`src/rtl/ctrl_msg_switch_pkg.sv`:
```
// Shared field positions and helpers for the control-message switch.
// Word layout: dest [63:56], src [55:48], header [47:40].
package ctrl_msg_switch_pkg;

    localparam int unsigned CTRL_DEST_MSB = 63;
    localparam int unsigned CTRL_DEST_LSB = 56;
    localparam int unsigned CTRL_SRC_MSB  = 55;
    localparam int unsigned CTRL_SRC_LSB  = 48;
    localparam int unsigned CTRL_MSG_MSB  = 47;

    localparam logic [7:0] BROADCAST_ID = 8'hff;

    function automatic int unsigned idx_width(input int unsigned n);
        return (n > 1) ? $clog2(n) : 1;
    endfunction

endpackage

```
`src/rtl/ctrl_msg_switch_rr_arbiter.sv`:
```
// Combinational round-robin arbiter: first requester at or after ptr wins.
// The rotation pointer is owned by the caller.
module rr_arbiter
    import ctrl_msg_switch_pkg::*;
#(
    parameter int unsigned N  = 4,
    parameter int unsigned IW = idx_width(N)
) (
    input  logic [N-1:0]  req,
    input  logic          en,
    input  logic [IW-1:0] ptr,
    output logic [N-1:0]  grant,
    output logic [IW-1:0] grant_idx,
    output logic          any
);

    logic [IW-1:0] cand;

    function automatic logic [IW-1:0] wrap_add(input logic [IW-1:0] p, input int unsigned k);
        int unsigned s;
        s = int'(p) + k;
        if (s >= N) s = s - N;
        return IW'(s);
    endfunction

    always_comb begin
        grant     = '0;
        grant_idx = '0;
        any       = 1'b0;
        cand      = '0;
        for (int unsigned k = 0; k < N; k++) begin
            cand = wrap_add(ptr, k);
            if (en && !any && req[cand]) begin
                grant[cand] = 1'b1;
                grant_idx   = cand;
                any         = 1'b1;
            end
        end
    end

endmodule

```
`src/rtl/ctrl_msg_switch.sv`:
```
// Root <-> children control-message switch: broadcast/unicast fan-out downstream,
// round-robin merge with source stamping upstream.
module ctrl_msg_switch
    import ctrl_msg_switch_pkg::*;
#(
    parameter int unsigned CTRL_FIFO_WIDTH = 64,
    parameter int unsigned NUM_CHILDREN    = 4
) (
    input  logic                                  clk,
    input  logic                                  reset_n,
    input  logic [CTRL_FIFO_WIDTH-1:0]            data_from_root,
    input  logic                                  valid_from_root,
    output logic                                  ready_from_root,
    output logic [NUM_CHILDREN*CTRL_FIFO_WIDTH-1:0] data_to_children,
    output logic [NUM_CHILDREN-1:0]               valid_to_children,
    input  logic [NUM_CHILDREN-1:0]               ready_to_children,
    input  logic [NUM_CHILDREN*CTRL_FIFO_WIDTH-1:0] data_from_children,
    input  logic [NUM_CHILDREN-1:0]               valid_from_children,
    output logic [NUM_CHILDREN-1:0]               ready_from_children,
    output logic [CTRL_FIFO_WIDTH-1:0]            data_to_root,
    output logic                                  valid_to_root,
    input  logic                                  ready_to_root,
    output logic                                  busy,
    output logic                                  drop_error
);

    localparam int unsigned IW = idx_width(NUM_CHILDREN);

    logic [NUM_CHILDREN-1:0]    pending_q, pending_d;
    logic [CTRL_FIFO_WIDTH-1:0] hold_q, hold_d;
    logic                       drop_error_q, drop_error_d;
    logic                       out_valid_q, out_valid_d;
    logic [CTRL_FIFO_WIDTH-1:0] out_data_q, out_data_d;
    logic [IW-1:0]              ptr_q, ptr_d;

    logic [7:0]                 dest;
    logic                       can_load;
    logic [NUM_CHILDREN-1:0]    grant;
    logic [IW-1:0]              grant_idx;
    logic                       grant_any;
    logic [CTRL_FIFO_WIDTH-1:0] granted_word;

    assign dest         = data_from_root[CTRL_DEST_MSB:CTRL_DEST_LSB];
    assign can_load     = !out_valid_q || ready_to_root;
    assign granted_word = data_from_children[int'(grant_idx)*CTRL_FIFO_WIDTH +: CTRL_FIFO_WIDTH];

    rr_arbiter #(
        .N  (NUM_CHILDREN),
        .IW (IW)
    ) u_arb (
        .req       (valid_from_children),
        .en        (can_load),
        .ptr       (ptr_q),
        .grant     (grant),
        .grant_idx (grant_idx),
        .any       (grant_any)
    );

    // Downstream: a new word is only accepted once every addressed child has taken the last one.
    always_comb begin
        pending_d    = pending_q & ~ready_to_children;
        hold_d       = hold_q;
        drop_error_d = drop_error_q;
        if (valid_from_root && ready_from_root) begin
            hold_d = data_from_root;
            if (dest == BROADCAST_ID) begin
                pending_d = '1;
            end else if (32'(dest) < NUM_CHILDREN) begin
                pending_d = NUM_CHILDREN'(1) << dest;
            end else begin
                drop_error_d = 1'b1;
            end
        end
    end

    always_comb begin
        out_valid_d = out_valid_q;
        out_data_d  = out_data_q;
        ptr_d       = ptr_q;
        if (grant_any) begin
            out_data_d = granted_word;
            out_data_d[CTRL_SRC_MSB:CTRL_SRC_LSB] = 8'(grant_idx);
            out_valid_d = 1'b1;
            ptr_d = (32'(grant_idx) == NUM_CHILDREN - 1) ? '0 : grant_idx + 1'b1;
        end else if (can_load && ready_to_root) begin
            out_valid_d = 1'b0;
        end
    end

    always_ff @(posedge clk or negedge reset_n) begin
        if (!reset_n) begin
            pending_q    <= '0;
            hold_q       <= '0;
            drop_error_q <= 1'b0;
            out_valid_q  <= 1'b0;
            out_data_q   <= '0;
            ptr_q        <= '0;
        end else begin
            pending_q    <= pending_d;
            hold_q       <= hold_d;
            drop_error_q <= drop_error_d;
            out_valid_q  <= out_valid_d;
            out_data_q   <= out_data_d;
            ptr_q        <= ptr_d;
        end
    end

    assign ready_from_root     = (pending_q == '0);
    assign valid_to_children   = pending_q;
    assign data_to_children    = {NUM_CHILDREN{hold_q}};
    assign ready_from_children = grant;
    assign valid_to_root       = out_valid_q;
    assign data_to_root        = out_data_q;
    assign busy                = (pending_q != '0) || out_valid_q;
    assign drop_error          = drop_error_q;

endmodule

```
`config.mk`:
```
export PLATFORM = sky130hd
export DESIGN_NAME = ctrl_msg_switch
export DESIGN_NICKNAME = d
export VERILOG_FILES = /design/src/rtl/ctrl_msg_switch_pkg.sv /design/src/rtl/ctrl_msg_switch_rr_arbiter.sv /design/src/rtl/ctrl_msg_switch.sv
export SDC_FILE = /design/constraint.sdc
export NUM_CORES = 1
export LEC_CHECK = 0
export BUFFER_PORTS_ARGS = -buffer_cell sky130_fd_sc_hd__buf_2
export CORE_AREA = 2 2 262 264
export DETAILED_ROUTE_END_ITERATION = 8
export DIE_AREA = 0 0 264 266
export GPL_TIMING_DRIVEN = 0
export SLEW_MARGIN = 20
export SYNTH_ARGS = -nofsm -noshare
export SYNTH_HDL_FRONTEND = slang
export SYNTH_SLANG_ARGS = --single-unit
```
`constraint.sdc`:
```
create_clock -name clk -period 3.6 [get_ports clk]
set_clock_uncertainty 0.05 [all_clocks]
set_input_delay 0.54 -clock clk [delete_from_list [all_inputs] [get_ports clk]]
set_output_delay 0.54 -clock clk [all_outputs]
set_load 0.02 [all_outputs]
```
==> qor.yml, run 1 <==
drtIter0Drc: 514
fin_util_pct: 19.48
period_minus_slack_ns: 3.412
multi_input_area_um2: 3157
synth_cells: 855
p_total_mw: 10.85
fillCellCount: 7570
core_um2: 67750
synth_top_family_by_area: "buffers and inverters"
route.detailed.drc: 0
clk_pin_slew_ns: 0.06
syn2layout_area_growth_pct: 61.02
track_usage_pct: 10.26
grt_pass1_vias: 8133
worstPathMaxFanout: 5
hold_viol_final: 0
avgSynthCellArea_um2: 9.585
cp.arrival_ns: 2.82
die_h_um: 266
clock_path_buffers: 2
synth_xor_area_share_pct: 0
min_path_type: "in -> reg"
worst_pin_slew_ns: 0.8244
seq_area_um2: 3254
synthAdderAreaFrac_pct: 0.6107
slew_headroom_pct: 45.04
wire_per_inst_um: 15.57
finalMaxSlewViolations: 0
seq_area_frac_synth_pct: 39.69
synth-compound-area-share_pct: 12.23
required_ns: 3.01
grt_max_degree: 68
port_buffers: 625
status: "complete, no violations"
dieArea_um2: 70220
worstSkewPairLatency_ns: 0.46
first_pass_iters: 6
fin_nets: 1849
io_pins: 664
crit_path_end_kind: "output pin"
fin_crit_sh_pct: 94.78
power_leakage_nw: 7.284
cts_tree: "yes"
ys_seq_elements: 130
mostFrequentLayoutCell: "buf_2"
crit_type: "reg -> out"
dp_hpwl_mm: 31.46
layout-drive-gt1-share_pct: 60.85
start_kind: "flip-flop"
grt_pass1_wl_mm: 52.20
antenna_found_initial: 3
viasPerCell: 3.571
synth_edf_count: 0
setup_viol_count_final: 0
ys_warn_count: 0
cts_made_buffers: 17
ant_nets: 0
via_count: 8605
finalWeightedCongestion: 0.8287
syn_area_um2: 8195
synthMuxAreaShare_pct: 11.31
rsz0062_at_grt: "false"
wl_mm: 37.53
synth-main-ff-cell: "dfrtp_1"
maxCapViolCount: 0
grt.overflow.total: 0
htreeDepth: 4
synth.distinct_cells: 52
power-per-cell-area_nw_per_um2: 822.2
fmax_mhz: 293.1
die_x_um: 264
rows: 96
clockRootBuffer: "clkbuf_16"
ys_async_sr_fraction_pct: 100.0
final_cell_mix: "buf_2, buf_4, nand2_1"
ir_worst_vdd_v: 0.0007601
numClockSinks: 130
synth-simple-area-share_pct: 13.71
start_util_pct: 12.10
[registers in the layout (all words and copies together), names as in the netlist]
register and cells:
data_to_root 58, drop_error 1, hold_q 64, ptr_q 2, valid_to_children 4, valid_to_root 1
[metrics by stage]
step / hold slack (ns) / area [um^2] / worst slack, ns / setup TNS (ns) / instances
6_report: 0.2154 / 13200 / 0.1878 / 0 / 2410
5_1_grt: 0.1678 / 13200 / 0.005904 / 0 / 2410
4_1_cts: 0.1424 / 13150 / 0.006523 / 0 / 2404
3_5_place_dp: 0.3922 / 12490 / -0.01398 / -0.01398 / 2368
3_3_place_gp: 0.3951 / 12450 / -0.09589 / -8.480 / 2367
2_1_floorplan: 0.1944 / 8214 / 0.5797 / 0 / 860
[worst max-delay path, stage by stage, from the launching register on]
cell        delay [ns]
dfrtp_1           0.36
buf_6             0.11
clkinvlp_4        0.11
ha_4              0.30
mux4_2            0.49
a21boi_2          0.18
and2_4            0.18
a222oi_1          0.34
nand2_1           0.12
buf_6             0.16
[power by group]
group	internal [mW]	switching, mW
Sequential	1.95	0.382
Clock	1.05	0.791
Combinational	2.79	3.89
[cell usage after synthesis (3+ instances only)]
cell	number	area, um^2
a221oi_1	9	78.83
a221oi_2	17	255.2
a222oi_1	34	340.3
and2_1	3	18.77
buf_12	3	60.06
buf_2	8	40.04
buf_4	205	1539
buf_6	8	90.09
clkbuf_1	14	52.55
clkbuf_2	4	20.02
dfrtp_1	130	3253
ha_1	4	50.05
inv_1	7	26.28
mux2i_1	87	870.8
nand2_1	204	765.7
nand2b_1	5	31.28
nand3_1	4	20.02
nor2_1	31	116.4
nor3_1	4	20.02
o21ai_0	25	125.1
o21ai_1	7	35.03
[routing by layer]
layer	part of all wire (%)	routed length, um	vias up	GRT usage, %
met3	7.0	2645	63	2.662
met4	3.9	1470	0	5.144
met2	50	18910	522	18.24
met1	39	14500	3944	11.29
li1	-	-	4076	-
met5	0	0	-	0
[logic make-up (layout without fill, tap and decap cells)]
kind of cell / count (synthesis) / after routing
fa+ha+maj: 4 / 4
flops: 130 / 130
mux: 90 / 90
compound gates: 111 / 111
simple gates: 268 / 268
buf+inv: 251 / 916
other cells: 1 / 9
[final cells by class]
| cell class | instances | area share, % |
|---|---|---|
| plain buffers | 243 | 13.67 |
| well taps | 882 | 8.363 |
| repair buffers | 635 | 24.63 |
| flip-flops and latches | 130 | 24.66 |
| diodes | 3 | 0.05689 |
| multi-input cells | 479 | 23.92 |
| clock buffers | 18 | 3.328 |
| inverters | 7 | 0.2276 |
| clock inverters | 13 | 1.138 |
[path summary, 6_finish.rpt]
check | start | to | slack, ns | depth (start not counted)
worst max register to register | ptr_q[0] | data_to_root[34] | 0.21 | 11
max in group asynchronous | reset_n | hold_q[6] | 2.18 | 3
min in group asynchronous | reset_n | data_to_root[10] | 0.54 | 2
worst max-delay path | ptr_q[0] | ready_from_children[0] | 0.19 | 9
worst min register to register | drop_error | drop_error | 0.40 | 1
worst min-delay path | data_from_root[34] | hold_q[34] | 0.22 | 3
[repair_timing]
action	CTS	global route
resized for setup	8	7
pin swaps	5	3
endpoints found under the hold margin	63	0
hold buffers	1	0
endpoints found under the setup margin	5	4
buffers inserted	4	4
No activity file was read; power rests on OpenSTA's default activity.
==> run 2, diff against run 1 <==
==> constraint.sdc (replaced) <==
create_clock -name clk -period 3.9 [get_ports clk]
set_clock_uncertainty 0.05 [all_clocks]
set_input_delay 0.585 -clock clk [delete_from_list [all_inputs] [get_ports clk]]
set_output_delay 0.585 -clock clk [all_outputs]
set_load 0.02 [all_outputs]
==> qor.yml, run 2 (same netlist as run 1, synthesis figures left out) <==
status: "complete, no violations"  # unchanged
start_util_pct: 12.10  # unchanged
final_cell_mix: "buf_2, buf_4, nand2_1"  # unchanged
start_kind: "flip-flop"  # unchanged
hold_viol_final: 0  # unchanged
crit_slowest_cell: "mux4_2"  # unchanged
die_x_um: 264  # unchanged
track_usage_pct: 10.26  # about the same
min_path_type: "in -> reg"  # unchanged
cp_top_family: "buffers and inverters"  # was compound AO/OA/AOI/OAI gates
maxCapViolCount: 0  # unchanged
core_um2: 67750  # unchanged
rows: 96  # unchanged
grt_pass1_wl_mm: 52.18  # was 52.20 mm
finalWeightedCongestion: 0.8287  # unchanged
crit_chain: "buf_6 > clkinvlp_4 > ha_4 > mux4_2 > a21boi_0 > and2_1 > clkbuf_2 > a222oi_1 > nand2_1 > buf_2"  # was buf_6 > clkinvlp_4 > ha_4 > mux4_2 > a21boi_2 > and2_4 > a222oi_1 > nand2_1 > buf_6
dp.cells: 2368  # unchanged
dieArea_um2: 70220  # unchanged
viasPerCell: 3.584  # was 3.571
worstPathMaxFanout: 6  # was 5
power_leakage_nw: 7.270  # was 7.284 nW
registers.top_by_ff_count: "hold_q"  # unchanged
dp_hpwl_mm: 31.46  # unchanged
wire_per_inst_um: 15.52  # was 15.57 um
ff2ff_path_depth: 11  # unchanged
via_count: 8637  # was 8605
cts_made_buffers: 17  # unchanged
fmax_mhz: 269.5
fin_nets: 1849  # unchanged
cp.buffers_inverters: 4  # was 3
period_minus_slack_ns: 3.711
slew_headroom_pct: 45.15  # was 45.04%
setup_viol_count_final: 0  # unchanged
first_pass_iters: 6  # unchanged
drtIter0Drc: 453  # was 514
port_buffers: 625  # unchanged
holdPathStages: 3  # unchanged
grt_max_degree: 68  # unchanged
htreeDepth: 4  # unchanged
p_total_mw: 9.965  # was 10.85 mW
setup_tns_ns: 0  # unchanged
worstSkewPairLatency_ns: 0.46  # about the same
finalMaxSlewViolations: 0  # unchanged
antenna_found_initial: 3  # unchanged
cts_tree: "yes"  # unchanged
grt.overflow.total: 0  # unchanged
grt_pass1_vias: 8118  # was 8133
fin_cells: 2410  # unchanged
fin_crit_sh_pct: 95.14
io_pins: 664  # unchanged
mostFrequentLayoutCell: "buf_2"  # unchanged
worst-path-stages: 10  # was 9
fin_util_pct: 19.44  # was 19.48%
ant_nets: 0  # unchanged
clk_pin_slew_ns: 0.06  # about the same
numClockSinks: 130  # unchanged
largest_register_ffs: 64  # unchanged
fin_area_um2: 13170  # was 13200 um^2
clock_path_buffers: 2  # unchanged
clockRootBuffer: "clkbuf_16"  # unchanged
layout-drive-gt1-share_pct: 60.79  # was 60.85%
syn2layout_area_growth_pct: 60.70  # was 61.02%
crit_type: "reg -> out"  # unchanged
wl_mm: 37.42  # was 37.53 mm
cpPeakStageDelay_ns: 0.50  # was 0.49 ns
route.detailed.drc: 0  # unchanged
required_ns: 3.26  # was 3.01 ns
ir_worst_vdd_v: 0.0006935  # was 0.0007601 V
crit_path_end_kind: "output pin"  # unchanged
place_area_um2: 12490  # unchanged
worst_pin_slew_ns: 0.8228  # was 0.8244 ns
die_h_um: 266  # unchanged
cp.arrival_ns: 3.08  # was 2.82 ns
power-per-cell-area_nw_per_um2: 756.6  # was 822.2 nW/um^2
[run 2: cell types whose count changed in the layout (fill, tap and decap cells not counted), sizes merged]
cell	before	now
clkbuf	35	36
buf	860	859
inv	12	11
clkinvlp	3	4
[run 2: worst register-to-register path: stages (launching register included)]
cell	delay (ns)
dfrtp_1	0.38
buf_6	0.12
clkinvlp_4	0.12
ha_4	0.33
mux4_2	0.50
a21boi_0	0.16
a211oi_2	0.39
or2_1	0.19
buf_4	0.17
buf_12	0.18
mux2i_1	0.53
a221oi_1	0.18
[run 2: power by group]
group | switching (mW) | internal, mW | total, mW
Clock | 0.726 | 0.966 | 1.69
Sequential | 0.355 | 1.80 | 2.16
Combinational | 3.57 | 2.54 | 6.11
Total | 4.66 | 5.31 | 9.96
[run 2: repair_timing]
item,CTS,global route
hold buffers,1,0
endpoints found under the hold margin,32,0
pin swaps,1,2
gates cloned,0,0
endpoints found under the setup margin,4,3
setup buffers,0,7
resized for setup,3,2
[run 2: worst paths after layout]
| path | start | to | slack (ns) |
|---|---|---|---|
| worst max-delay path | ptr_q[0] | ready_from_children[3] | 0.19 |
| worst min-delay path | data_from_root[34] | hold_q[34] | 0.26 |
| worst max register to register | ptr_q[0] | data_to_root[34] | 0.45 |
| worst min register to register | drop_error | drop_error | 0.40 |
| max in group asynchronous | reset_n | hold_q[6] | 2.43 |
| min in group asynchronous | reset_n | data_to_root[10] | 0.59 |
[run 2: routing by layer]
metal  part of all wire (%)  global-route usage (%)  vias up
met4                    3.8                   5.144        0
met5                      0                       0        -
met1                     39                   11.30     3968
met2                     51                   18.22      515
li1                       -                       -     4090
met3                    6.7                   2.662       64
[run 2: metrics by stage]
stage	hold slack (ns)	worst slack (ns)
detailed placement	0.3922	0.2860
finish	0.2608	0.1894
global route	0.2128	-0.0003044
floorplan	0.2394	0.8347
CTS	0.1874	0.06131
global placement	0.3951	0.1591
[run 2: area by class of cell]
class                           instances  area, um^2
Buffer                                244        1809
Clock inverter                         13       150.1
Tap cell                              882        1104
Timing Repair Buffer                  634        3228
Fill cell                            7570       54570
Inverter                                7       33.78
Sequential cell                       130        3254
Antenna cell                            3       7.507
Multi-Input combinational cell        479        3144
Clock buffer                           18       439.2
==> run 3, diff against run 2 <==
--- a/config.mk
+++ b/config.mk
@@ -5,7 +5,7 @@
 export SDC_FILE = /design/constraint.sdc
 export NUM_CORES = 1
 export LEC_CHECK = 0
-export BUFFER_PORTS_ARGS = -buffer_cell sky130_fd_sc_hd__buf_2
+export BUFFER_PORTS_ARGS = -buffer_cell sky130_fd_sc_hd__clkbuf_2
 export CORE_AREA = 2 2 262 264
 export DETAILED_ROUTE_END_ITERATION = 8
 export DIE_AREA = 0 0 264 266
==> qor.yml, run 3 (same netlist as run 1, synthesis figures left out) <==
status: "complete, no violations"  # unchanged
worstSkewPairLatency_ns: 0.46  # about the same
clk_pin_slew_ns: 0.06  # about the same
min_path_type: "in -> async"  # was in -> reg
required_ns: 3.26  # about the same
crit_path_end_kind: "output pin"  # unchanged
ir_worst_vdd_v: 0.0007117  # was 0.0006935 V
power_leakage_nw: 7.300  # was 7.270 nW
first_pass_iters: 8  # was 6
place_area_um2: 12490  # about the same
viasPerCell: 3.546  # was 3.584
finalMaxSlewViolations: 0  # unchanged
track_usage_pct: 10.25  # was 10.26%
clock_path_buffers: 2  # unchanged
switching_share_pct: 46.79  # was 46.72%
grt_pass1_wl_mm: 52.05  # was 52.18 mm
die_h_um: 266  # unchanged
numClockSinks: 130  # unchanged
setup_viol_count_final: 0  # unchanged
multi_input_area_um2: 3144  # unchanged
rows: 96  # unchanged
p_sw_mw: 4.637  # was 4.655 mW
fin_nets: 1842  # was 1849
rsz0062_at_grt: "false"
period_minus_slack_ns: 3.705  # was 3.711 ns
grt_pass1_vias: 8199  # was 8118
wl_met1_mm: 14.39  # was 14.57 mm
cts-hold-fix-buffers: 0  # was 1
dp_hpwl_mm: 31.73  # was 31.46 mm
route.met2.wl_mm: 19.16  # was 18.91 mm
start_util_pct: 12.10  # unchanged
pwr-share-comb_pct: 61.2  # was 61.3%
wire_per_inst_um: 15.52  # about the same
io_pins: 664  # unchanged
start_kind: "flip-flop"  # unchanged
rr_startpoint: "ptr_q[1]"  # was ptr_q[0]
fin_util_pct: 19.35  # was 19.44%
cts_tree: "yes"  # unchanged
die_x_um: 264  # unchanged
mostFrequentLayoutCell: "clkbuf_2"  # was buf_2
finalWeightedCongestion: 0.8437  # was 0.8287
antenna_found_initial: 1  # was 3
grt_max_degree: 67  # was 68
power-per-cell-area_nw_per_um2: 756.2  # was 756.6 nW/um^2
clockRootBuffer: "clkbuf_16"  # unchanged
wl_met3_mm: 2.535  # was 2.512 mm
dieArea_um2: 70220  # unchanged
p_clk_share_pct: 16.8  # was 17.0%
fmax_mhz: 269.9  # was 269.5 MHz
rrSetupSlack_ns: 0.46  # was 0.45 ns
syn2layout_area_growth_pct: 59.92  # was 60.70%
cts_made_buffers: 17  # unchanged
seq_area_um2: 3254  # unchanged
ff2ff_path_depth: 10  # was 11
cp.arrival_ns: 3.07  # was 3.08 ns
slew_headroom_pct: 46.02  # was 45.15%
rr_endpoint: "data_to_root[34]"  # unchanged
route.detailed.drc: 0  # unchanged
final_cell_mix: "clkbuf_2, buf_4, nand2_1"  # was buf_2, buf_4, nand2_1
port_buffers: 625  # unchanged
p_total_mw: 9.911  # was 9.965 mW
fin_area_um2: 13110  # was 13170 um^2
wl_mm: 37.26  # was 37.42 mm
htreeDepth: 4  # unchanged
worst_pin_slew_ns: 0.8097  # was 0.8228 ns
ant_nets: 0  # unchanged
via_count: 8513  # was 8637
drtIter0Drc: 469  # was 453
fillCellCount: 7560  # was 7570
layout-drive-gt1-share_pct: 60.47  # was 60.79%
largest_register_ffs: 64  # unchanged
top_layer: "met4"  # unchanged
core_um2: 67750  # unchanged
fin_crit_sh_pct: 95.00  # was 95.14%
hold_slack_ns: 0.03870  # was 0.2608 ns
intPower_mw: 5.274  # was 5.309 mW
crit_type: "reg -> out"  # unchanged
grt.overflow.total: 0  # unchanged
worstPathMaxFanout: 7  # was 6
p_seq_share_pct: 22.0  # was 21.7%
maxCapViolCount: 0  # unchanged
registers.top_by_ff_count: "hold_q"  # unchanged
hold_viol_final: 0  # unchanged
-- run 3: changes by cell type in the layout (fill, tap and decap cells not counted), sizes merged --
cell / before / now
buf: 859 / 228
clkbuf: 36 / 663
diode: 3 / 1
inv: 11 / 9
dlygate4sd3: 1 / 0
-- run 3: how the worst max path moves through the flow --
| stage | start | end | slack [ns] | depth (start not counted) |
|---|---|---|---|---|
| after floorplan | ptr_q[0] | ready_from_children[0] | 0.83 | 9 |
| after global placement | reset_n | hold_q[6] | -0.19 | 1 |
| after detailed placement | ptr_q[1] | data_to_root[34] | 0.26 | 10 |
| after CTS | ptr_q[0] | ready_from_children[0] | 0.05 | 10 |
| after global routing | ptr_q[1] | ready_from_children[1] | 0.02 | 9 |
| final | ptr_q[1] | ready_from_children[0] | 0.19 | 9 |
-- run 3: through the flow --
stage               setup slack (ns)  TNS [ns]  cells
floorplan                     0.8347         0    860
global placement             -0.1854    -20.38   2367
detailed placement            0.2598         0   2368
CTS                          0.05319         0   2399
global route                 0.02385         0   2401
finish                        0.1948         0   2401
-- run 3: critical path: stages (launching register included) --
cell      delay (ns)
dfrtp_2         0.45
inv_1           0.16
ha_4            0.33
mux4_2          0.50
a21boi_0        0.16
and2_1          0.18
clkbuf_2        0.16
a222oi_1        0.37
nand2_1         0.09
clkbuf_4        0.20
-- run 3: power groups by stage --
stage,clock network [mW],logic [mW],registers (mW)
after floorplan,0,3.71,2.56
after global placement,0,6.03,2.20
after detailed placement,0,6.11,2.18
after CTS,1.77,6.12,2.18
after global routing,1.82,6.50,2.23
final,1.66,6.07,2.18
-- run 3: what timing repair did --
action / 4_1_cts / 5_1_grt
buffers inserted: 0 / 1
endpoints found under the setup margin: 4 / 4
hold endpoints to repair: 0 / 0
pin swaps: 0 / 1
resized for setup: 6 / 0
-- run 3: layout make-up --
class / instances / area share, %
Clock buffer: 20 / 3.484
Clock inverter: 11 / 0.9928
Timing Repair Buffer: 627 / 24.26
Inverter: 7 / 0.2005
Sequential cell: 130 / 24.83
Antenna cell: 1 / 0.01909
Tap cell: 882 / 8.420
Buffer: 244 / 13.80
Multi-Input combinational cell: 479 / 23.99
-- run 3: layer usage --
layer  track usage, %  vias to the layer above
met5                0                        -
met4            4.469                        0
met3            2.865                       54
met2            18.49                      513
met1            11.19                     3888
li1                 -                     4058
